--- src/rtl/sw_pkg.sv ---
// Shared constants and FSM encoding for the switch debouncer and its synchronizer.
package sw_pkg;
  localparam int SW_WIDTH      = 3;
  localparam int DB_CYCLES_DEF = 500000;
  localparam int CHG_CNT_W     = 8;

  typedef enum logic {
    ST_IDLE,
    ST_COUNT
  } state_e;
endpackage

--- src/rtl/sync_2ff.sv ---
// Two-flop synchronizer for asynchronous level inputs (switches, push-buttons).
module sync_2ff #(
  parameter int WIDTH = 1
) (
  input  logic             clk,
  input  logic             rst,
  input  logic [WIDTH-1:0] d,
  output logic [WIDTH-1:0] q
);
  logic [WIDTH-1:0] s1_q, s2_q;

  always_ff @(posedge clk) begin
    if (rst) begin
      s1_q <= '0;
      s2_q <= '0;
    end else begin
      s1_q <= d;
      s2_q <= s1_q;
    end
  end

  assign q = s2_q;
endmodule

--- src/rtl/sw_debounce.sv ---
// Synchronizes and debounces a switch vector as one unit; emits a 1-cycle strobe per accepted code.
// Optional macro SW_CHG_CNT_EN adds an 8-bit accepted-change counter port chg_cnt.
module sw_debounce
  import sw_pkg::*;
#(
  parameter int WIDTH     = SW_WIDTH,
  parameter int DB_CYCLES = DB_CYCLES_DEF
) (
  input  logic             clk,
  input  logic             rst,
  input  logic [WIDTH-1:0] sw,
  output logic [WIDTH-1:0] sw_stable,
  output logic             sw_chg
`ifdef SW_CHG_CNT_EN
  ,
  output logic [CHG_CNT_W-1:0] chg_cnt
`endif
);
  localparam int             CNT_W = (DB_CYCLES > 1) ? $clog2(DB_CYCLES) : 1;
  localparam logic [CNT_W-1:0] CNT_LAST = CNT_W'(DB_CYCLES - 1);

  logic [WIDTH-1:0] s2;
  state_e           state_q, state_d;
  logic [WIDTH-1:0] cand_q, cand_d;
  logic [CNT_W-1:0] cnt_q, cnt_d;
  logic [WIDTH-1:0] stable_q, stable_d;
  logic             chg_q, chg_d;

  sync_2ff #(.WIDTH(WIDTH)) u_sync (
    .clk (clk),
    .rst (rst),
    .d   (sw),
    .q   (s2)
  );

  always_ff @(posedge clk) begin
    if (rst) state_q <= ST_IDLE;
    else     state_q <= state_d;
  end

  always_comb begin
    state_d = state_q;
    case (state_q)
      ST_IDLE:  if (s2 != cand_q) state_d = ST_COUNT;
      ST_COUNT: begin
        // A bounce back to the accepted code abandons the window silently.
        if (s2 != cand_q)          state_d = (s2 == stable_q) ? ST_IDLE : ST_COUNT;
        else if (cnt_q == CNT_LAST) state_d = ST_IDLE;
      end
      default:  state_d = ST_IDLE;
    endcase
  end

  always_comb begin
    cand_d   = cand_q;
    cnt_d    = cnt_q;
    stable_d = stable_q;
    chg_d    = 1'b0;
    case (state_q)
      ST_IDLE: begin
        cnt_d = '0;
        if (s2 != cand_q) cand_d = s2;
      end
      ST_COUNT: begin
        if (s2 != cand_q) begin
          cand_d = s2;
          cnt_d  = '0;
        end else if (cnt_q == CNT_LAST) begin
          stable_d = cand_q;
          chg_d    = 1'b1;
          cnt_d    = '0;
        end else begin
          cnt_d = cnt_q + 1'b1;
        end
      end
      default: cnt_d = '0;
    endcase
  end

  always_ff @(posedge clk) begin
    if (rst) begin
      cand_q   <= '0;
      cnt_q    <= '0;
      stable_q <= '0;
      chg_q    <= 1'b0;
    end else begin
      cand_q   <= cand_d;
      cnt_q    <= cnt_d;
      stable_q <= stable_d;
      chg_q    <= chg_d;
    end
  end

  assign sw_stable = stable_q;
  assign sw_chg    = chg_q;

`ifdef SW_CHG_CNT_EN
  logic [CHG_CNT_W-1:0] chg_cnt_q;

  always_ff @(posedge clk) begin
    if (rst)        chg_cnt_q <= '0;
    else if (chg_q) chg_cnt_q <= chg_cnt_q + 1'b1;
  end

  assign chg_cnt = chg_cnt_q;
`endif
endmodule
--- config.mk ---
export PLATFORM = sky130hd
export DESIGN_NAME = sw_debounce
export DESIGN_NICKNAME = d
export VERILOG_FILES = /design/src/rtl/sw_pkg.sv /design/src/rtl/sync_2ff.sv /design/src/rtl/sw_debounce.sv
export SDC_FILE = /design/constraint.sdc
export NUM_CORES = 1
export LEC_CHECK = 0
export CAP_MARGIN = 10
export CORE_AREA = 2 2 51 53
export CTS_CLUSTER_SIZE = 8
export DETAILED_ROUTE_END_ITERATION = 8
export DIE_AREA = 0 0 53 55
export MAX_ROUTING_LAYER = met4
export PLACE_DENSITY = 0.86
export SLEW_MARGIN = 20
export SYNTH_ARGS = -nofsm -noshare
export SYNTH_HDL_FRONTEND = slang
export SYNTH_HIERARCHICAL = 1
export SYNTH_SLANG_ARGS = --single-unit
export TNS_END_PERCENT = 30
--- constraint.sdc ---
create_clock -name clk -period 3.3 [get_ports clk]
set_clock_uncertainty 0.2 [all_clocks]
set_input_delay 0.33 -clock clk [delete_from_list [all_inputs] [get_ports clk]]
set_output_delay 0.33 -clock clk [all_outputs]
set_load 0.02 [all_outputs]
==> results.tsv <==
metric	value	unit
status	complete, no violations	
placement_rows	18	
slew_violations	0	
cts.clk_slew.worst_paths	0.09	ns
numClockSinks	33	
dp.cells	184	
wl_per_cell	13.15	um
grt_antenna_before_repair	0	
cp-start-kind	flop	
fmax	463.0	MHz
synth_top_family_by_area	simple AND/OR/NAND/NOR gates	
root_buffer	clkbuf_4	
cts_tree	yes	
grt_max_degree	20	
reg2reg_slack	1.14	ns
switching_share	21.81	%
cts.htree.levels	2	
hp-start	u_sync/s1_q[1]	
finalSetupViolCount	0	
min_period	2.160	ns
layout.nets	167	
min_path_cells	1	
num_vias	1086	
yosys_most_used_dff	dfxtp_1	
routed_via_density	5.686	
p_seq_share	61.7	%
first_pass_iters	4	
die_w	53	um
internal_power	518.2	uW
critical_path_class	reg -> reg	
fp.dieH	55	um
syn-num-nets	155	
hpwl	1773	um
hold-path-endpoint	u_sync/q[1]	
postCtsResizedCells	0	
async_flop_share	0	%
synth_xor_area_share	12.51	%
avgSynthCellArea	9.397	um2
relSlewSlack	59.08	%
r2r_start	cnt_q[0]	
first_iter_violations	21	
clock_latency	0.33	ns
core	2365	um2
overflow	0	
tns	0	ns
critPathMaxFanout	19	
post-synth-top-area-fraction	47.18	%
timing.rr.end	cnt_q[12]	
grt_pass1_wl	4167	um
period_share	65.45	%
power-per-cell-area	425.8	nW/um2
finalNonFillerCells	191	
start_util	59.21	%
ys_top_cells_by_area	dfxtp_1 47%, xnor2_1 11%, nor2_1 5.4%	
hold_viol_final	0	
wirelength	2512	um
arrival	2.15	ns
pwr-share-clk	34.0	%
n_antenna_cell	0	
max_slew.worst_pin.slew	0.6138	ns
synth_warnings	6	
portBuffers	8	
drive_above_1_share	6.832	%
yosysSeqAreaShare	47.18	%
design.die.area	2915	um2
drtAntennaViolNets	0	
power_frac_comb	4.2	%
grt_pass1_vias	953	
synth_area	1400	um2
synth_edf_count	0	
synth_fa_ha_area_share	0.8937	%
yosys.area_share.simple	30.12	%
synthMuxAreaShare	0	%
worst_hold_path_type	reg -> reg	
cp-end-kind	flop	
rsz0062_at_grt	false	
ir_drop	0.3886	mV
ys_ff_latch	33	
synth-compound-area-share	7.060	%
fill_cells	198	
syn-instance-count	149	
worstPathRequired	3.29	ns
ys_types	33	
netSwitchingPower	144.6	uW
p_leak	0.0004831	uW
holdBufCountCts	0	
r2r.worst_path.cells	5	
cts_made_buffers	5	
post-cts-setup-buffers	0	
clockBufferDepth	2	
area.growth.synth_to_final	11.17	%
io_pins	9	
synth_area_leader_cell	dfxtp_1	
cap_violations	0	
drc	0	
track_usage	21.11	%
globalplace.congestion	0.8297	
-- how the worst max path moves through the flow --
stage                         from         to  slack (ns)
after floorplan           cnt_q[0]  cnt_q[15]        1.41
after global placement         rst   cnt_q[8]        1.20
after detailed placement       rst   cnt_q[4]        1.15
after CTS                 cnt_q[0]   cnt_q[2]        1.15
after global routing      cnt_q[0]   cnt_q[4]        0.99
final                     cnt_q[0]  cnt_q[12]        1.14
-- cell usage after synthesis, types with 2 or more instances --
master and n:
nor4_1 6, nor2b_1 10, a21oi_1 7, nor3_1 3, nand4_1 8, nor2_1 20
and4_1 2, xnor2_1 17, xor2_1 3, nand3_1 6, inv_1 4, nand2_1 7
dfxtp_1 33, o31ai_1 4
-- layout make-up --
cell class / count / area [um2] / share of cell area (%)
Inverter: 4 / 15.01 / 0.9646
Timing Repair Buffer: 8 / 80.08 / 5.145
Sequential cell: 33 / 660.6 / 42.44
Multi-Input combinational cell: 109 / 708.2 / 45.50
Clock buffer: 7 / 55.05 / 3.537
Tap cell: 30 / 37.54 / 2.412
-- worst max-delay path, cell delays in order (launching register included) --
cell and delay, ns:
dfxtp_1 0.38, ha_1 0.27, and2_1 0.23, and4_1 0.28, a211o_1 0.55, nor2_1 0.11
-- metrics by stage --
| step | setup slack (ns) | util, % | area (um2) | total power (uW) | hold WS [ns] |
|---|---|---|---|---|---|
| 6_report | 1.140 | 65.82 | 1556 | 662.7 | 0.2425 |
| 2_1_floorplan | 1.407 | - | 1400 | 437.5 | 0.2016 |
| 3_3_place_gp | 1.204 | 63.49 | 1501 | 444.7 | 0.2172 |
| 5_1_grt | 0.9933 | 65.82 | 1556 | 688.9 | 0.2667 |
| 4_1_cts | 1.153 | 65.82 | 1556 | 670.6 | 0.2451 |
| 3_5_place_dp | 1.152 | 63.49 | 1501 | 446.6 | 0.2260 |
-- state kept, by name (all words and copies together), names as in the netlist --
name	cells
sw_chg	1
cnt_q	19
cand_q	3
state_q	1
sw_stable	3
u_sync/q	3
u_sync/s1_q	3
-- logic make-up after synthesis --
logic type | after synthesis
simple gates | 73
xor+xnor | 20
buf+inv | 7
flops | 33
fa+ha+maj | 1
compound gates | 15
-- cell usage in the layout, fill, tap and decap left out, drive strengths merged, types with 2 or more instances in the layout --
cell type and count:
dfxtp 33, clkbuf 7, o31ai 4, nand4 10
and4 2, nor2 20, nor3 3, xnor2 17
clkdlybuf4s50 8, xor2 3, nor4 6, inv 4
nand3 7, a21oi 7, nor2b 10, nand2 7
-- power by group through the flow --
stage	clock network [uW]	logic, uW	registers (uW)
finish	226	28.0	409
global route	247	31.2	410
CTS	233	28.1	409
detailed placement	0	28.0	419
global placement	0	26.7	418
floorplan	0	20.2	417
-- metal layers --
metal | GRT usage (%) | vias up | share of wire [%]
li1 | - | 553 | -
met1 | 22.99 | 509 | 47
met2 | 34.17 | 18 | 47
met3 | 8.065 | 6 | 3.9
met4 | 10.26 | 0 | 1.8
met5 | - | - | 0
Note: power is estimated with default switching activity, not from simulation.
